**src/rtl/hamming_pkg.sv**
```systemverilog
// hamming_pkg
//   Shared definitions for the (8,4) extended Hamming SECDED codec.
//   Codeword layout, bit7..bit0: {p_all, d3, d2, d1, p4, d0, p2, p1}.
//   Contents:
//     CODE_W / DATA_W  codeword and data widths
//     P1..PALL         codeword bit index of each field
//     err_kind_t       classification of a received codeword
package hamming_pkg;

  localparam int CODE_W = 8;
  localparam int DATA_W = 4;

  localparam int P1   = 0;
  localparam int P2   = 1;
  localparam int D0   = 2;
  localparam int P4   = 3;
  localparam int D1   = 4;
  localparam int D2   = 5;
  localparam int D3   = 6;
  localparam int PALL = 7;

  typedef enum logic [1:0] {
    CLEAN,
    SINGLE,
    DOUBLE
  } err_kind_t;

endpackage

```
**src/rtl/hamming_syndrome.sv**
```systemverilog
// hamming_syndrome
//   Purely combinational syndrome and overall-parity generator for an
//   (8,4) extended Hamming codeword. Shared with the encoder self-check.
//   Ports:
//     cw   in   8  codeword {p_all,d3,d2,d1,p4,d0,p2,p1}
//     syn  out  3  Hamming syndrome; nonzero value n points at cw[n-1]
//     par  out  1  XOR of all eight bits; 0 for even parity
module hamming_syndrome
  import hamming_pkg::*;
(
  input  logic [CODE_W-1:0] cw,
  output logic [2:0]        syn,
  output logic              par
);

  // Each syndrome bit re-checks one parity group, so the syndrome value
  // equals the 1-based Hamming position of a single flipped bit.
  always_comb begin
    syn[0] = cw[P1] ^ cw[D0] ^ cw[D1] ^ cw[D3];
    syn[1] = cw[P2] ^ cw[D0] ^ cw[D2] ^ cw[D3];
    syn[2] = cw[P4] ^ cw[D1] ^ cw[D2] ^ cw[D3];
  end

  assign par = ^cw;

endmodule

```
**src/rtl/hamming_decoder.sv**
```systemverilog
// hamming_decoder
//   Two-stage pipelined SECDED decoder for (8,4) extended Hamming codewords
//   with valid/ready handshakes on both sides and saturating error counters.
//   Ports:
//     clk, rst             clock; synchronous active-high reset
//     in_valid/in_ready    input handshake; code_in is the codeword
//     out_valid/out_ready  output handshake
//     data_out             corrected data {d3,d2,d1,d0}
//     single_err           one bit was corrected (p_all included)
//     double_err           uncorrectable error; data_out is the raw data
//     err_pos              index of the corrected bit, else 0
//     clr_cnt              synchronous clear of both counters
//     corr_cnt/uncorr_cnt  transferred single/double error counts
module hamming_decoder
  import hamming_pkg::*;
#(
  parameter int CNT_W = 8
) (
  input  logic              clk,
  input  logic              rst,
  input  logic              in_valid,
  output logic              in_ready,
  input  logic [CODE_W-1:0] code_in,
  output logic              out_valid,
  input  logic              out_ready,
  output logic [DATA_W-1:0] data_out,
  output logic              single_err,
  output logic              double_err,
  output logic [2:0]        err_pos,
  input  logic              clr_cnt,
  output logic [CNT_W-1:0]  corr_cnt,
  output logic [CNT_W-1:0]  uncorr_cnt
);

  logic              s1_valid;
  logic [CODE_W-1:0] s1_code;
  logic              s2_adv;
  logic [2:0]        syn;
  logic              par;
  err_kind_t         kind;
  logic              fix;
  logic [2:0]        pos_c;
  logic [DATA_W-1:0] data_c;
  logic              xfer;

  // out_valid doubles as the stage-2 valid bit. in_ready depends
  // combinationally on out_ready because there is no skid buffer.
  assign s2_adv   = !out_valid || out_ready;
  assign in_ready = !s1_valid || s2_adv;
  assign xfer     = out_valid && out_ready;

  hamming_syndrome u_syndrome (
    .cw  (s1_code),
    .syn (syn),
    .par (par)
  );

  // Odd parity means an odd number of flips, taken to be one. A zero
  // syndrome with odd parity isolates the flip to p_all itself, which
  // leaves the data untouched. Even parity with a nonzero syndrome is a
  // double error and the data is passed through uncorrected.
  always_comb begin
    kind  = CLEAN;
    fix   = 1'b0;
    pos_c = 3'd0;
    if (par) begin
      kind = SINGLE;
      if (syn == 3'd0) begin
        pos_c = 3'(PALL);
      end else begin
        fix   = 1'b1;
        pos_c = syn - 3'd1;
      end
    end else if (syn != 3'd0) begin
      kind = DOUBLE;
    end
    data_c = {s1_code[D3] ^ (fix && (syn == 3'(D3 + 1))),
              s1_code[D2] ^ (fix && (syn == 3'(D2 + 1))),
              s1_code[D1] ^ (fix && (syn == 3'(D1 + 1))),
              s1_code[D0] ^ (fix && (syn == 3'(D0 + 1)))};
  end

  always_ff @(posedge clk) begin
    if (rst) begin
      s1_valid <= 1'b0;
      s1_code  <= '0;
    end else if (in_ready) begin
      s1_valid <= in_valid;
      if (in_valid) begin
        s1_code <= code_in;
      end
    end
  end

  // Result registers only load when a real word moves in, so they stay
  // frozen while a result waits for out_ready.
  always_ff @(posedge clk) begin
    if (rst) begin
      out_valid  <= 1'b0;
      data_out   <= '0;
      single_err <= 1'b0;
      double_err <= 1'b0;
      err_pos    <= 3'd0;
    end else if (s2_adv) begin
      out_valid <= s1_valid;
      if (s1_valid) begin
        data_out   <= data_c;
        single_err <= (kind == SINGLE);
        double_err <= (kind == DOUBLE);
        err_pos    <= pos_c;
      end
    end
  end

  // Counters only see transferred results; clear beats a same-cycle
  // increment and the count sticks at all-ones.
  always_ff @(posedge clk) begin
    if (rst || clr_cnt) begin
      corr_cnt   <= '0;
      uncorr_cnt <= '0;
    end else if (xfer) begin
      if (single_err && (corr_cnt != '1)) begin
        corr_cnt <= corr_cnt + CNT_W'(1);
      end
      if (double_err && (uncorr_cnt != '1)) begin
        uncorr_cnt <= uncorr_cnt + CNT_W'(1);
      end
    end
  end

endmodule
```
**config.mk**
```make
export PLATFORM = sky130hd
export DESIGN_NAME = hamming_decoder
export DESIGN_NICKNAME = d
export VERILOG_FILES = /design/src/rtl/hamming_pkg.sv /design/src/rtl/hamming_syndrome.sv /design/src/rtl/hamming_decoder.sv
export SDC_FILE = /design/constraint.sdc
export NUM_CORES = 1
export LEC_CHECK = 0
export ABC_AREA = 1
export CORE_MARGIN = 4
export CORE_UTILIZATION = 40
export CTS_BUF_LIST = sky130_fd_sc_hd__clkbuf_4
export CTS_CLUSTER_SIZE = 40
export DETAILED_ROUTE_END_ITERATION = 10
export PLACE_DENSITY = 0.62
export SLEW_MARGIN = 30
export SYNTH_ARGS = -nofsm -noshare
export SYNTH_HDL_FRONTEND = slang
export SYNTH_SLANG_ARGS = --single-unit
```
**constraint.sdc**
```tcl
create_clock -name clk -period 3.06 [get_ports clk]
set_clock_uncertainty 0.1 [all_clocks]
set_input_delay 0.306 -clock clk [delete_from_list [all_inputs] [get_ports clk]]
set_output_delay 0.306 -clock clk [all_outputs]
set_load 0.01 [all_outputs]
```
== Word-level counts from Yosys, hierarchy flattened ==
Index checks and enable logic that the tools add are counted.

* Output and inout port bits: 27
* Logic and storage cells: 58
* Register bits after elaboration: 35
* Input port bits: 13

* Reduce and logical (&&, ||, !) cells: 19
* Eq/ne operators: 8
* Bitwise gates (word level): 13
* Multiplexer cells: 6
* Add/subtract/negate cells: 3

{| class="wikitable"
|+ Operator list
! cell !! number
|-
| $add A8 B1 Y8 const B || 2
|-
| $ne A8 B8 Y1 const B || 2
|-
| $xor A1 B1 Y1 || 13
|-
| $eq A3 B3 Y1 const B || 3
|-
| $reduce_and A2 Y1 || 4
|-
| $reduce_xor A8 Y1 || 1
|-
| $logic_and A1 B1 Y1 || 7
|-
| $mux W3 || 2
|-
| $mux W2 || 2
|-
| $eq A3 B2 Y1 const B || 1
|-
| $logic_not A3 Y1 || 1
|-
| $logic_or A1 B1 Y1 || 3
|-
| $reduce_bool A3 Y1 || 1
|-
| $sub A3 B1 Y3 const B || 1
|-
| $eq A2 B1 Y1 const B || 1
|-
| $eq A2 B2 Y1 const B || 1
|-
| $logic_not A1 Y1 || 2
|-
| $mux W1 || 2
|}

== Longest topological paths before layout ==
Gate-level depths: netlist of the first run.

* Word-level depth: 8
* Gate-level depth with buffers: 15
* Gate-level depth less buffers: 15

== Hierarchy ==
Synthesis of the first run repeated with hierarchy kept, for this count alone.

* Cell total of the unflattened synthesis: 303
* Area, all modules: 2033.2 um^2

{| class="wikitable"
|+ Modules (own cells, without submodules)
! module !! cells each !! area an instance (um^2) !! seq. area each (um^2) !! times used
|-
| hamming_decoder || 254 || 1809.2 || 700.7 || 1
|-
| hamming_syndrome || 49 || 224.0 || 0.0 || 1
|}

== Worst setup path before layout of the first run ==
No wires, ideal clock.

* Kind: register -> register
* Start point: register s1_code[6]
* End point: register data_out[2]
* Stages on the path, launching flop included: 15
* Library setup time: 0.109 ns
* Path slack: 1.313 ns
* Clock period less this slack: 1.747 ns
* Buffers on the path: 0
* Data arrival time: 1.538 ns
* Data required time: 2.851 ns
* Path through: dfxtp_1 > inv_2 > nand2_1 > nand2_1 > inv_1 > nand2_1 > nand2_1 > nor2_1 > ha_1 > clkinv_1 > nand3_1 > o21ai_0 > nand3_1 > nand2_1 > inv_1

* Longest elaborated chain between the ends: 6
* Elaborated cells between the ends (all ways): 10
* Classes of those cells: eq/ne (1); mux (2); bitwise (4); reduce/logical (3)

{| class="wikitable"
|+ Ends and longest elaborated chain
! item !! RTL line !! RTL
|-
| from (decl) || hamming_decoder.sv:36 || <nowiki>logic [CODE_W-1:0] s1_code;</nowiki>
|-
| from (signal assigned) || hamming_decoder.sv:90 || <nowiki>s1_code <= code_in;</nowiki>
|-
| $xor A1 B1 Y1, on equally long branches || hamming_syndrome.sv:19, hamming_syndrome.sv:20, hamming_syndrome.sv:21 ||
|-
| $logic_not A3 Y1 || hamming_decoder.sv:68 || <nowiki>if (syn == 3'd0) begin</nowiki>
|-
| $mux W1 || hamming_decoder.sv:68 ||
|-
| $mux W1 || hamming_decoder.sv:66 || <nowiki>if (par) begin</nowiki>
|-
| $logic_and A1 B1 Y1 * || hamming_decoder.sv:78 || <nowiki>s1_code[D2] ^ (fix && (syn == 3'(D2 + 1))),</nowiki>
|-
| $xor A1 B1 Y1 * || hamming_decoder.sv:78 ||
|-
| to (signal assigned) || hamming_decoder.sv:107 || <nowiki>data_out <= data_c;</nowiki>
|-
| to (decl) || hamming_decoder.sv:26 || <nowiki>output logic [DATA_W-1:0] data_out,</nowiki>
|}

Every way passes the cells marked *; elsewhere a longest branch is shown, timed or not.
A chain may end at the register's enable or synchronous reset.

== Final worst setup path of the first run ==
Ends and elaborated chain as after synthesis.

==> results of run 1 <==
==> worst reg2reg max path, delay by kind of cell, from the launching register on <==
kind / cells / cell delay [ns]
fa+ha+maj: 1 / 0.16
buf+inv: 3 / 0.36
flops: 1 / 0.49
simple gates: 10 / 0.89
==> cell usage in the layout (no fill, tap or decap), types with 2 or more instances in the layout <==
cell	synthesis	routed
inv_2	3	3
nor3_1	4	4
ha_1	4	4
clkinv_1	2	2
inv_1	38	38
nand2_2	3	3
clkinvlp_4	0	2
nand4_1	6	6
a21oi_1	28	28
clkbuf_4	0	5
o21ai_0	18	18
nor2_1	30	30
dfxtp_1	35	35
xor2_1	2	2
clkdlybuf4s50_1	0	39
nand2_1	95	95
nand3_1	15	15
xnor2_1	2	2
==> flip-flops by register name, summed over array words and instances (netlist names) <==
name        count
s1_valid        1
data_out        4
corr_cnt        8
single_err      1
uncorr_cnt      8
err_pos         3
s1_code         8
out_valid       1
double_err      1
==> stage by stage <==
| step | hold WS [ns] | area, µm² | worst slack (ns) | total power [W] |
|---|---|---|---|---|
| 3_3_place_gp | 0.354 | 2330 | 1.03 | 0.000708 |
| 3_5_place_dp | 0.355 | 2330 | 0.975 | 0.000711 |
| 4_1_cts | 0.373 | 2390 | 0.982 | 0.000978 |
| 2_1_floorplan | 0.376 | 1890 | 1.31 | 0.000643 |
| 5_1_grt | 0.394 | 2390 | 0.744 | 0.00102 |
| 6_report | 0.369 | 2390 | 0.974 | 0.000959 |
==> routing by layer <==
layer / vias up / part of all wire / track usage
met1: 860 / 0.47 / 0.161
met3: 8 / 0.036 / 0.0375
met4: 0 / 0.017 / 0.0634
met5: - / 0 / 0
li1: 1029 / - / -
met2: 33 / 0.48 / 0.263
==> kinds of logic (layout without fill, tap and decap cells) <==
family	count (synthesis)	in the layout	share of synthesized area
flops	35	35	0.371
simple gates	157	157	0.349
xor+xnor	4	4	0.0185
buf+inv	47	91	0.0973
compound gates	50	50	0.138
fa+ha+maj	4	4	0.0265
==> layout make-up <==
cell class                      instances  share of cell area
Inverter                               43              0.0676
Clock buffer                            5              0.0157
Clock inverter                          3             0.00838
Multi-Input combinational cell        215               0.421
Tap cell                               52              0.0272
Timing Repair Buffer                   40               0.167
Sequential cell                        35               0.293
==> how the worst max path moves through the flow <==
stage | endpoint | slack [ns] | cells after the start
after CTS | data_out[2]$_SDFFE_PP0P_ | 0.98 | 14
final | data_out[2]$_SDFFE_PP0P_ | 0.97 | 14
after global routing | data_out[2]$_SDFFE_PP0P_ | 0.74 | 14
after detailed placement | uncorr_cnt[3]$_SDFFE_PP0P_ | 0.97 | 6
after global placement | uncorr_cnt[3]$_SDFFE_PP0P_ | 1.03 | 6
after floorplan | data_out[2]$_SDFFE_PP0P_ | 1.31 | 14
==> where the power goes <==
group          leakage (nW)  switching (W)  total (W)  internal (W)
clock                0.0272       0.000171   0.000258     0.0000877
sequential            0.286      0.0000172   0.000492      0.000474
combinational         0.715       0.000124   0.000209     0.0000851
==> results.md, run 1 <==
- Outcome: completed
- Leading area contributor after synthesis: dfxtp_1
- Share of layout cells above drive strength 1: 0.0557
- Kind of cell adding the most delay to the critical path: simple AND/OR/NAND/NOR gates
- Die width: around 77 µm
- Max Freq: roughly 480 MHz
- Vias in the first global route: approximately 1800
- Post-synth EDFFs: 0
- Multi-input logic area: roughly 0.001 mm²
- WL/cell: ~11 µm
- Max FO, Critical Path: 9
- Slowest cell on crit path: dfxtp_1
- Largest net degree at the start of global routing: 18
- Synthesized flop and latch total: 35
- Max clock buf depth: 2
- GRT overflow: 0
- Hold EP: uncorr_cnt[4]$_SDFFE_PP0P_
- Peak supply drop: about 210 µV
- Post-Syn Area: 0.00189 mm²
- Skew-Pair Late Insertion Delay: 0.36 ns
- Worst path arrival time: around 2.3 ns
- Seq/Total Area, Yosys: 0.371
- CTS root buffer: clkbuf_4
- Net Count, Synth: 314
- 1st-pass router iterations: 4
- Reg2Reg Setup Slack: just under 1 ns
- Hold Path Cell Cnt: 2
- Clock-pin slew on the worst setup and hold paths: between 0.1 and 0.15 ns
- Placed insts: between 300 and 400
- Vias per inst: 4.91
- Ys flop type: dfxtp_1
- # DRC: 0
- Hold path startpoint: uncorr_cnt[4]$_SDFFE_PP0P_
- Area contributors post-synth: dfxtp_1 (37%), nand2_1 (19%), inv_1 (7.5%)
- Nets: between 300 and 400
- Top-level I/O count: 40
- Pwr dens: about 400 mW/mm²
- Most common library cells after synthesis: nand2_1 (95), inv_1 (38), dfxtp_1 (35), nor2_1 (30), a21oi_1 (28)
- CTS tree: built
- YS warnings: 0
- Max_cap viols: 0
- CTS Buf Count: 5
- Leak Pwr: 1.03 nW
- Setup Buffers After CTS: 0
- H-tree depth: 2
- Worst-Margin Slew: ~0.66 ns
- Syn Area/Cell: about 6.4 µm²
- Fillers: between 400 and 500
- Top cell type's share of synthesized area: 0.371
- CP Launch Type: register
- Fraction of registers with async set/reset: 0
- Area growth syn-to-layout: 26.3%
- Setup TNS: 0 ns
- Hold Path Class: register to register
- Final core utilization: 0.534
- Rows: 24
- Count leader, synth: nand2_1
- Total wire length: 4.22 mm
- Sink Count: 35
- CTS Hold Bufs: 0
- GRT Util Overall: 0.146
- HPWL after detailed placement: between 3 and 4 mm
- Netlist cell types: 26
- Die Span Y: between 70 and 80 µm
- Crit path cell chain: inv_2, nand2_1, nand2_1, nand2_1, nand2_1, nor2_1, ha_1, clkinv_1, nand3_1, nor2_1, nand2_1, nand3_1, nand2_1, inv_1
- Iter 0 DRT Violations: 47
- DR vias: a little under 2000
- Data required, critical path: roughly 3.2 ns
- Post-Layout Cell Count: 393
- Port buffer count: 39
- CP Launch Point: s1_code[6]$_SDFFE_PP0P_
- Final period util: 0.682
- Slew Viols, Final: 0
- Resize count post-CTS: 0
- Initial Util: 0.423
- CP Class: register to register
- Worst reg-to-reg path cell count: 14
- Ant diodes: 0
- Tmin final: between 2 and 2.5 ns
- Register area: between 700 and 800 µm²
- Most used cell, CP: nand2_1
- RSZ-0062 raised after global routing: false
- Final setup vio count: 0
- DIE AREA: 0.00589 mm²
- Worst R2R Start: s1_code[6]$_SDFFE_PP0P_
- Antenna Nets Post-Route: 0
- Reg2reg end: data_out[2]$_SDFFE_PP0P_
- Routability cong.: 0.781
- Core Area: 0.00447 mm²
- Final hold violations: 0
- First-pass GRT wire length: about 7.2 mm
- Initial antenna violation count: 0
- Max transition margin: 0.560
- Synth Instances: between 200 and 300
- Crit end category: register
- Buffers and inverters on the worst path: 3
- Critical path's largest stage delay: about 0.49 ns
No activity file was read; power rests on OpenSTA's default activity.
==> inputs of run 2 (changes only) <==
Settings changed: PLACE_DENSITY 0.62 to 0.65.
Clock period 3.06 ns to 1.9 ns, I/O delays scaled along.
==> run 2 against run 1 <==
  * Critical path type unchanged
  * Hold slack lost 0.0085 ns
  * Highest routed layer unchanged
  * Final area rose by 8.5%
  * Combinational power increased by 97%
  * Register-to-register slack got worse by 0.82 ns
  * Clock-buffer cell count grew 1
  * Die area stayed put
  * Core utilization increased by 4.5 points
  * Critical path depth fell by 1
  * Largest cell class unchanged
  * Non-clock buffer count grew 19
  * Sequential power up 60%
==> results.md, run 2 (synthesized netlist as in run 1, its figures left out) <==
- Final worst slack: 0.154 ns (-0.821 ns)
- Max_cap viols: 0 (unchanged)
- Leak Pwr: 1.13 nW (+10%)
- Initial antenna violation count: 0 (unchanged)
- Worst R2R Start: s1_code[6]$_SDFFE_PP0P_
- Slowest cell on crit path: dfxtp_4
- GRT Util Overall: 0.156 (+0.00997)
- 1st-pass router iterations: 4 (unchanged)
- Initial Util: 0.423 (unchanged)
- WL/cell: 10.7 µm (-0.36%)
- Routability cong.: 0.850 (+8.9%)
- CP Launch Type: register
- CTS tree: built
- Final core utilization: 0.579 (+0.0453)
- Placed insts: 403 (+4.7%)
- Tmin final: 1.75 ns (-0.339 ns)
- DIE AREA: 0.00589 mm² (unchanged)
- H-tree depth: 2 (unchanged)
- CTS Buf Count: 5 (unchanged)
- Final hold slack: 0.361 ns (-0.00851 ns)
- Biggest regs: corr_cnt (8), s1_code (8), uncorr_cnt (8)
- Top-level I/O count: 40 (unchanged)
- Slew Viols, Final: 0 (unchanged)
- Max transition margin: 0.774 (+0.214)
- Final period util: 0.919 (+0.237)
- Hold Path Cell Cnt: 3 (+1)
- Clock-pin slew on the worst setup and hold paths: 0.11 ns (about the same)
- CP Class: register to register
- # DRC: 0 (unchanged)
- Worst reg-to-reg path cell count: 13 (-1)
- Outcome: completed
- Max Freq: 573 MHz (+19%)
- Total wire length: 4.42 mm (+4.7%)
- DR vias: 1972 (+2.2%)
- First-pass GRT wire length: 7.77 mm (+7.5%)
- Critical path's largest stage delay: 0.38 ns (-0.11 ns)
- Sink Count: 35 (unchanged)
- Die Span Y: 76.8 µm (unchanged)
- Max clock buf depth: 2 (unchanged)
- Reg2Reg Setup Slack: 0.15 ns (-0.82 ns)
- Antenna Nets Post-Route: 0 (unchanged)
- Port buffer count: 39 (unchanged)
- Hold path startpoint: code_in[4]
- Vias per inst: 4.77 (-2.8%)
- Pwr dens: 623 mW/mm² (+55%)
- Skew-Pair Late Insertion Delay: 0.34 ns (-0.02 ns)
- Commonest cells after routing, fill and taps aside: nand2_1 (94), clkdlybuf4s50_1 (39), inv_1 (38)
- Area growth syn-to-layout: 37.1%
- Nets: 377 (+5.6%)
- GRT overflow: 0 (unchanged)
- Post-Layout Cell Count: 413 (+5.1%)
- Peak supply drop: 437 µV (+100%)
- Data required, critical path: 2.04 ns (-1.18 ns)
- Post-place setup slack: 0.0673 ns (-0.907 ns)
- Final hold violations: 0 (unchanged)
- Reg2reg end: data_out[1]$_SDFFE_PP0P_
- Most used cell, CP: nand2_1
- CTS root buffer: clkbuf_4
- Die width: 76.8 µm (unchanged)
- HPWL after detailed placement: 3.36 mm (+5.6%)
- Rows: 24 (unchanged)
- Commonest non-fill, non-tap cell in the layout: nand2_1
- Iter 0 DRT Violations: 51 (+8.5%)
- Crit end category: register
- Worst path arrival time: 1.88 ns (-0.37 ns)
- Worst-Margin Slew: 0.336 ns (-0.321 ns)
- Largest net degree at the start of global routing: 12 (-6)
- RSZ-0062 raised after global routing: true
- Vias in the first global route: 1840 (+4.7%)
- Max FO, Critical Path: 7 (-2)
- Ant diodes: 0 (unchanged)
- Final setup vio count: 0 (unchanged)
- Hold Path Class: primary input to register
- Core Area: 0.00447 mm² (unchanged)
- Share of layout cells above drive strength 1: 0.144 (+0.0883)
- Crit path cell chain: inv_4, nand2_1, nand2_1, inv_1, nand2_1, nand2_1, nor2_2, ha_4, clkinvlp_2, nand4_1, nand3_1, nand2_1, inv_1
- Hold EP: s1_code[4]$_SDFFE_PP0P_
## run 2: final cells by class
class                           instances  area [µm²]
Timing Repair inverter                  1        5.00
Fill cell                             452        1880
Multi-Input combinational cell        215        1040
Timing Repair Buffer                   59         541
Tap cell                               52        65.1
Clock buffer                            6        45.0
Clock inverter                          2        12.5
Inverter                               43         168
Sequential cell                        35         712
## run 2: stage by stage
stage	total power (W)	cell area (µm²)	setup TNS, ns
6_report	0.00161	2590	0
2_1_floorplan	0.00104	1890	0
3_5_place_dp	0.00118	2470	0
4_1_cts	0.00161	2520	0
3_3_place_gp	0.00118	2470	0
5_1_grt	0.00173	2590	-0.0203
## run 2: critical path, delay by kind of cell (launching register included)
kind	cells	cell delay, ns
adders and majority gates	1	0.17
DFF	1	0.38
and+or+nand+nor	8	0.68
buffers and inverters	4	0.30
## run 2: report_power, final
group | leakage (nW) | internal [W] | switching (W)
registers | 0.288 | 0.000765 | 0.0000246
logic | 0.812 | 0.000188 | 0.000224
clock network | 0.0317 | 0.000157 | 0.000257
total | 1.13 | 0.00111 | 0.000505
## run 2: worst max path at each step
stage / from / end / slack, ns / depth (start not counted)
2_1_floorplan: s1_code[6]$_SDFFE_PP0P_ / data_out[2]$_SDFFE_PP0P_ / 0.15 / 14
5_1_grt: s1_code[6]$_SDFFE_PP0P_ / data_out[2]$_SDFFE_PP0P_ / -0.02 / 14
6_report: s1_code[6]$_SDFFE_PP0P_ / data_out[1]$_SDFFE_PP0P_ / 0.15 / 13
3_3_place_gp: s1_code[2]$_SDFFE_PP0P_ / data_out[2]$_SDFFE_PP0P_ / 0.09 / 14
4_1_cts: s1_code[6]$_SDFFE_PP0P_ / data_out[2]$_SDFFE_PP0P_ / 0.03 / 14
3_5_place_dp: s1_code[6]$_SDFFE_PP0P_ / data_out[2]$_SDFFE_PP0P_ / 0.07 / 14
## run 2: repair_timing
action | in CTS | in global routing
resized for setup | 0 | 18
hold buffers | 0 | 0
buffers inserted | 0 | 1
endpoints found under the setup margin | 0 | 8
## run 2: routing by layer
metal,up-vias,global-route usage,wire length (µm)
met3,5,0.0410,193
met4,0,0.0525,45
met5,-,0,0
li1,1062,-,-
met2,36,0.275,2070
met1,869,0.182,2120
==> RTL edit 1: new RTL, config.mk and constraints of run 2 <==
Change the parameter `CNT_W` from 8 to 10.
--- a/src/rtl/hamming_decoder.sv
+++ b/src/rtl/hamming_decoder.sv
@@ -14,7 +14,7 @@
 module hamming_decoder
   import hamming_pkg::*;
 #(
-  parameter int CNT_W = 8
+  parameter int CNT_W = 10
 ) (
   input  logic              clk,
   input  logic              rst,
Interface: changed (resized corr_cnt and uncorr_cnt); port bits go from 40 to 44. The function was not compared with the original's and may differ.
==> RTL edit 1 against run 2 <==
  * Total power up 4.8%
  * First-iteration DRC count grew 59%
  * Cell area is 9.2% higher
  * Area after synthesis is 13% higher
  * Routed wire length grew 13%
  * Sequential cell count is 4 higher
  * Non-clock buffer count down 1
  * Count of clock-buffer cells in the layout unchanged
  * Sequential power up 11%
  * Worst setup slack about the same
  * Critical path type unchanged
  * Largest power group unchanged
  * Highest routed layer unchanged
==> RTL edit 1: results <==
run_status:
  status: "completed"
final_layout:
  final_nets: 407
  design_area_um2: 2830
  fillCellCount: 563
  drive_above_1_share_pct: 12.8
  reg_top3: "corr_cnt x10, uncorr_cnt x10, s1_code x8"
setup_path:
  worstPathMaxFanout: 10
  critPathSlowestCell: "dfxtp_1"
  reg2reg_depth: 11
  r2r_setup_slack_ns: 0.15
  critPathTopFamily: "simple AND/OR/NAND/NOR gates"
  timing.critical_path.from: "corr_cnt[1]"
  crit_path_end: "corr_cnt[8]"
place:
  io_buffers: 43
  gp_congestion: 0.833
  place_area_um2: 2740
  dp_hpwl_mm: 3.85
  dp_cells: 451
  dp_slack_ns: 0.0101
drt:
  wl_per_cell_um: 10.8
  num_vias: 2166
  drtIter0Drc: 81
  drt-total-wl_mm: 4.99
min_path:
  holdPathStages: 3
  min_to: "s1_code[2]"
  worstHoldStart: "code_in[2]"
yosys:
  avgSynthCellArea_um2: 6.51
  synthFlopType: "dfxtp_1"
  ys_seq_area_share_pct: 36.4
  synthTopCellsByCount: "112 x nand2_1, 39 x dfxtp_1, 36 x inv_1"
  synth.area.top_cells: "dfxtp_1 36%, nand2_1 20%, a21oi_1 7.2%"
  syn_nets: 346
  synth_cell_type_count: 27
sta:
  hold_slack_ns: 0.362
  tightest_slew_ns: 0.400
  timing.final.crit_share_pct: 91.9
  drv_slew: 0
grt:
  grt_pass1_vias: 1971
  track_usage_pct: 16.2
  grt_pass1_wl_mm: 8.45
  grt_max_degree: 13
power_and_ir_drop:
  leakage_nw: 1.17
  vdd_drop_max_mv: 0.289
clocking:
  clockBufferDepth: 2
[RTL edit 1: cell types whose count changed after synthesis, moves of 3 or more]
cell	before	now
xor2_1	2	5
inv_2	3	8
nand3_1	15	18
nand2_1	95	112
a21oi_1	28	31
o21ai_0	18	15
dfxtp_1	35	39
nor2_1	30	24
xnor2_1	2	5
[RTL edit 1: repair_timing]
action,4_1_cts,5_1_grt
hold buffers,0,0
gates cloned,0,0
buffers inserted,0,2
setup endpoints to repair,4,12
resized for setup,1,11
pin swaps,0,1
[RTL edit 1: worst register-to-register path: stages (launching register included)]
cell and delay [ns]:
dfxtp_1 0.37, ha_1 0.17, nand2_1 0.07, inv_1 0.07, nand2_1 0.09, nor3_2 0.14
nand3_1 0.15, nand2_4 0.15, inv_4 0.08, nand2_1 0.08, nand2_1 0.04, nor3b_2 0.14
[RTL edit 1: cell type report]
class / instances / area share, %
clock buffer: 6 / 1.59
tap: 70 / 3.10
inverter: 45 / 6.06
sequential: 39 / 28.0
clock inverter: 2 / 0.265
timing repair buffer: 58 / 19.2
multi-input combinational: 241 / 41.8
[RTL edit 1: cells by family after synthesis]
kind of cell,after synthesis,synth area share [%]
xor+xnor,10,4.09
flops,39,36.4
compound gates,50,12.1
buf+inv,49,8.87
fa+ha+maj,4,2.34
simple gates,177,36.1
[RTL edit 1: layer usage]
metal	GRT usage (%)	vias to the layer above	routed length (um)
met5	0	-	0
met1	18.1	950	2260
met2	30.2	43	2460
met3	3.88	6	212
li1	-	1167	-
met4	4.56	0	55
[RTL edit 1: report_power, final]
group	switching (mW)	total (mW)	internal [mW]
clock network	0.271	0.423	0.152
registers	0.0263	0.875	0.849
logic	0.221	0.394	0.173
total	0.518	1.69	1.17
==> RTL edit 2: new RTL, settings of run 2 <==
Without the edit above. Put one more register stage on the output `uncorr_cnt`. The value now appears one clock later. The other outputs are not delayed to match.
--- a/src/rtl/hamming_decoder.sv
+++ b/src/rtl/hamming_decoder.sv
@@ -31,6 +31,8 @@
   output logic [CNT_W-1:0]  corr_cnt,
   output logic [CNT_W-1:0]  uncorr_cnt
 );
+
+  logic [CNT_W-1:0] uncorr_cnt_s0;
 
   logic              s1_valid;
   logic [CODE_W-1:0] s1_code;
@@ -117,15 +119,19 @@
   always_ff @(posedge clk) begin
     if (rst || clr_cnt) begin
       corr_cnt   <= '0;
-      uncorr_cnt <= '0;
+      uncorr_cnt_s0 <= '0;
     end else if (xfer) begin
       if (single_err && (corr_cnt != '1)) begin
         corr_cnt <= corr_cnt + CNT_W'(1);
       end
-      if (double_err && (uncorr_cnt != '1)) begin
-        uncorr_cnt <= uncorr_cnt + CNT_W'(1);
+      if (double_err && (uncorr_cnt_s0 != '1)) begin
+        uncorr_cnt_s0 <= uncorr_cnt_s0 + CNT_W'(1);
       end
     end
   end
 
+  always_ff @(posedge clk) begin
+    uncorr_cnt <= uncorr_cnt_s0;
+  end
+
 endmodule
Formal check against the unedited RTL: not equivalent (Yosys sat finds a counterexample within 4 cycles, from zero or initial values and one cycle with rst high).
==> RTL edit 2 against run 2 <==
  * Routed wire length up 6.3%
  * Cell area grew 4.4%
  * Global-route usage is 0.21 points lower
  * Area after synthesis rose by 11%
  * Via count rose by 3.1%
  * Total power is 9.6% higher
  * Sequential cell count increased by 8
  * Synthesized cell count is 4.0% higher
  * Worst setup slack lost 0.012 ns
  * Combinational power is 14% lower
  * Critical endpoint is now in_ready
  * Largest cell class unchanged
==> RTL edit 2: results <==
min_path:
  worstHoldPathType: "reg -> reg"
  holdPathStages: 0
  worstHoldStart: "uncorr_cnt_s0[5]"
  min_to: "uncorr_cnt[5]"
place:
  dp_hpwl_mm: 3.57
  gp_congestion: 0.829
  io_buffers: 39
  dp_cells: 423
  place_area_um2: 2610
  dp_slack_ns: 0.0364
clocking:
  clock_latency_ns: 0.35
  cts_buffers: 5
  htreeDepth: 2
  clockRootBuffer: "clkbuf_4"
setup_path:
  reg2reg_depth: 13
  worstReg2RegEnd: "data_out[2]"
  critPathMaxStageDelay_ns: 0.52
  critPathSlowestCell: "clkdlybuf4s50_1"
  worstPathMaxFanout: 4
  crit_arrival_ns: 1.47
sta:
  tightest_slew_ns: 0.460
  hold_slack_ns: 0.259
run_status:
  status: "completed"
drt:
  viasPerCell: 4.71
  drt-total-wl_mm: 4.70
  drtIter0Drc: 84
final_layout:
  finalNonFillerCells: 432
  final_nets: 378
  drive_above_1_share_pct: 11.3
yosys:
  synthTopCellsByCount: "104 x nand2_1, 43 x dfxtp_1, 31 x inv_1"
  yosys_warnings: 0
  synth_cell_type_count: 30
  async_flop_share_pct: 0
  syn_inst: 309
  syn_nets: 326
  ys_seq_area_share_pct: 41.1
  synth.area.top_cells: "dfxtp_1 41%, nand2_1 19%, a21oi_1 6.2%"
grt:
  antenna_found_initial: 0
  grt_max_degree: 16
  grt_pass1_vias: 1903
  grt_pass1_wl_mm: 7.93
  track_usage_pct: 15.4
power_and_ir_drop:
  leakage_nw: 1.17
  swShare_pct: 30.1
  vdd_drop_max_mv: 0.384
job:
  maxCapViolations: 0
[RTL edit 2: cell types whose count changed after synthesis, moves of 2 or more]
cell / run 2 / this run
a21oi_1: 28 / 26
and3_1: 0 / 2
dfxtp_1: 35 / 43
inv_1: 38 / 31
nand2_1: 95 / 104
nand3_1: 15 / 22
nand4_1: 6 / 2
nor2_1: 30 / 28
nor3_1: 4 / 2
o21ai_0: 18 / 16
o21bai_1: 0 / 2
[RTL edit 2: worst max-delay path, delay by kind of cell, from the launching register on]
family,cells,cell delay (ns)
flip-flops,1,0.43
buffers and inverters,1,0.52
AND/OR/NAND/NOR,1,0.18
[RTL edit 2: cells by family (layout without fill, tap and decap cells)]
group | count (synthesis) | after routing | share of synthesized area [%]
simple gates | 169 | 169 | 34.4
compound gates | 45 | 45 | 11.1
flops | 43 | 43 | 41.1
buf+inv | 42 | 95 | 8.48
xor+xnor | 6 | 6 | 2.51
fa+ha+maj | 4 | 4 | 2.39
[RTL edit 2: power by group through the flow]
stage	combinational [mW]	sequential [mW]	clock, mW
global placement	0.335	0.975	0
detailed placement	0.337	0.975	0
finish	0.352	0.956	0.463
floorplan	0.217	0.976	0
global route	0.399	0.961	0.516
CTS	0.338	0.956	0.473
[RTL edit 2: repair_timing]
item                       4_1_cts  5_1_grt
resized for setup                1       13
hold buffers                     0        0
buffers inserted                 0        1
setup endpoints to repair        1        4
[RTL edit 2: worst max path at each step]
stage / endpoint / start / slack [ns] / cells past startpoint
floorplan: data_out[2] / s1_code[4] / 0.23 / 14
global placement: data_out[1] / s1_code[2] / 0.08 / 13
detailed placement: data_out[2] / s1_code[2] / 0.04 / 12
CTS: data_out[2] / s1_code[6] / 0.007 / 13
global route: data_out[1] / s1_code[6] / -0.005 / 15
finish: in_ready / out_valid / 0.14 / 2
[RTL edit 2: cell type report]
| type | instances | area (um2) |
|---|---|---|
| multi-input combinational | 224 | 1070 |
| tap | 70 | 87.6 |
| clock inverter | 2 | 12.5 |
| sequential | 43 | 873 |
| inverter | 38 | 153 |
| fill | 549 | 2400 |
| timing repair buffer | 49 | 465 |
| clock buffer | 6 | 45.0 |
[RTL edit 2: routing by layer]
layer,track usage [%],up-vias,share of wire [%]
met5,0,-,0
met2,28.6,47,48
li1,-,1082,-
met1,17.8,899,45
met3,3.48,6,5.8
met4,3.55,0,1.0
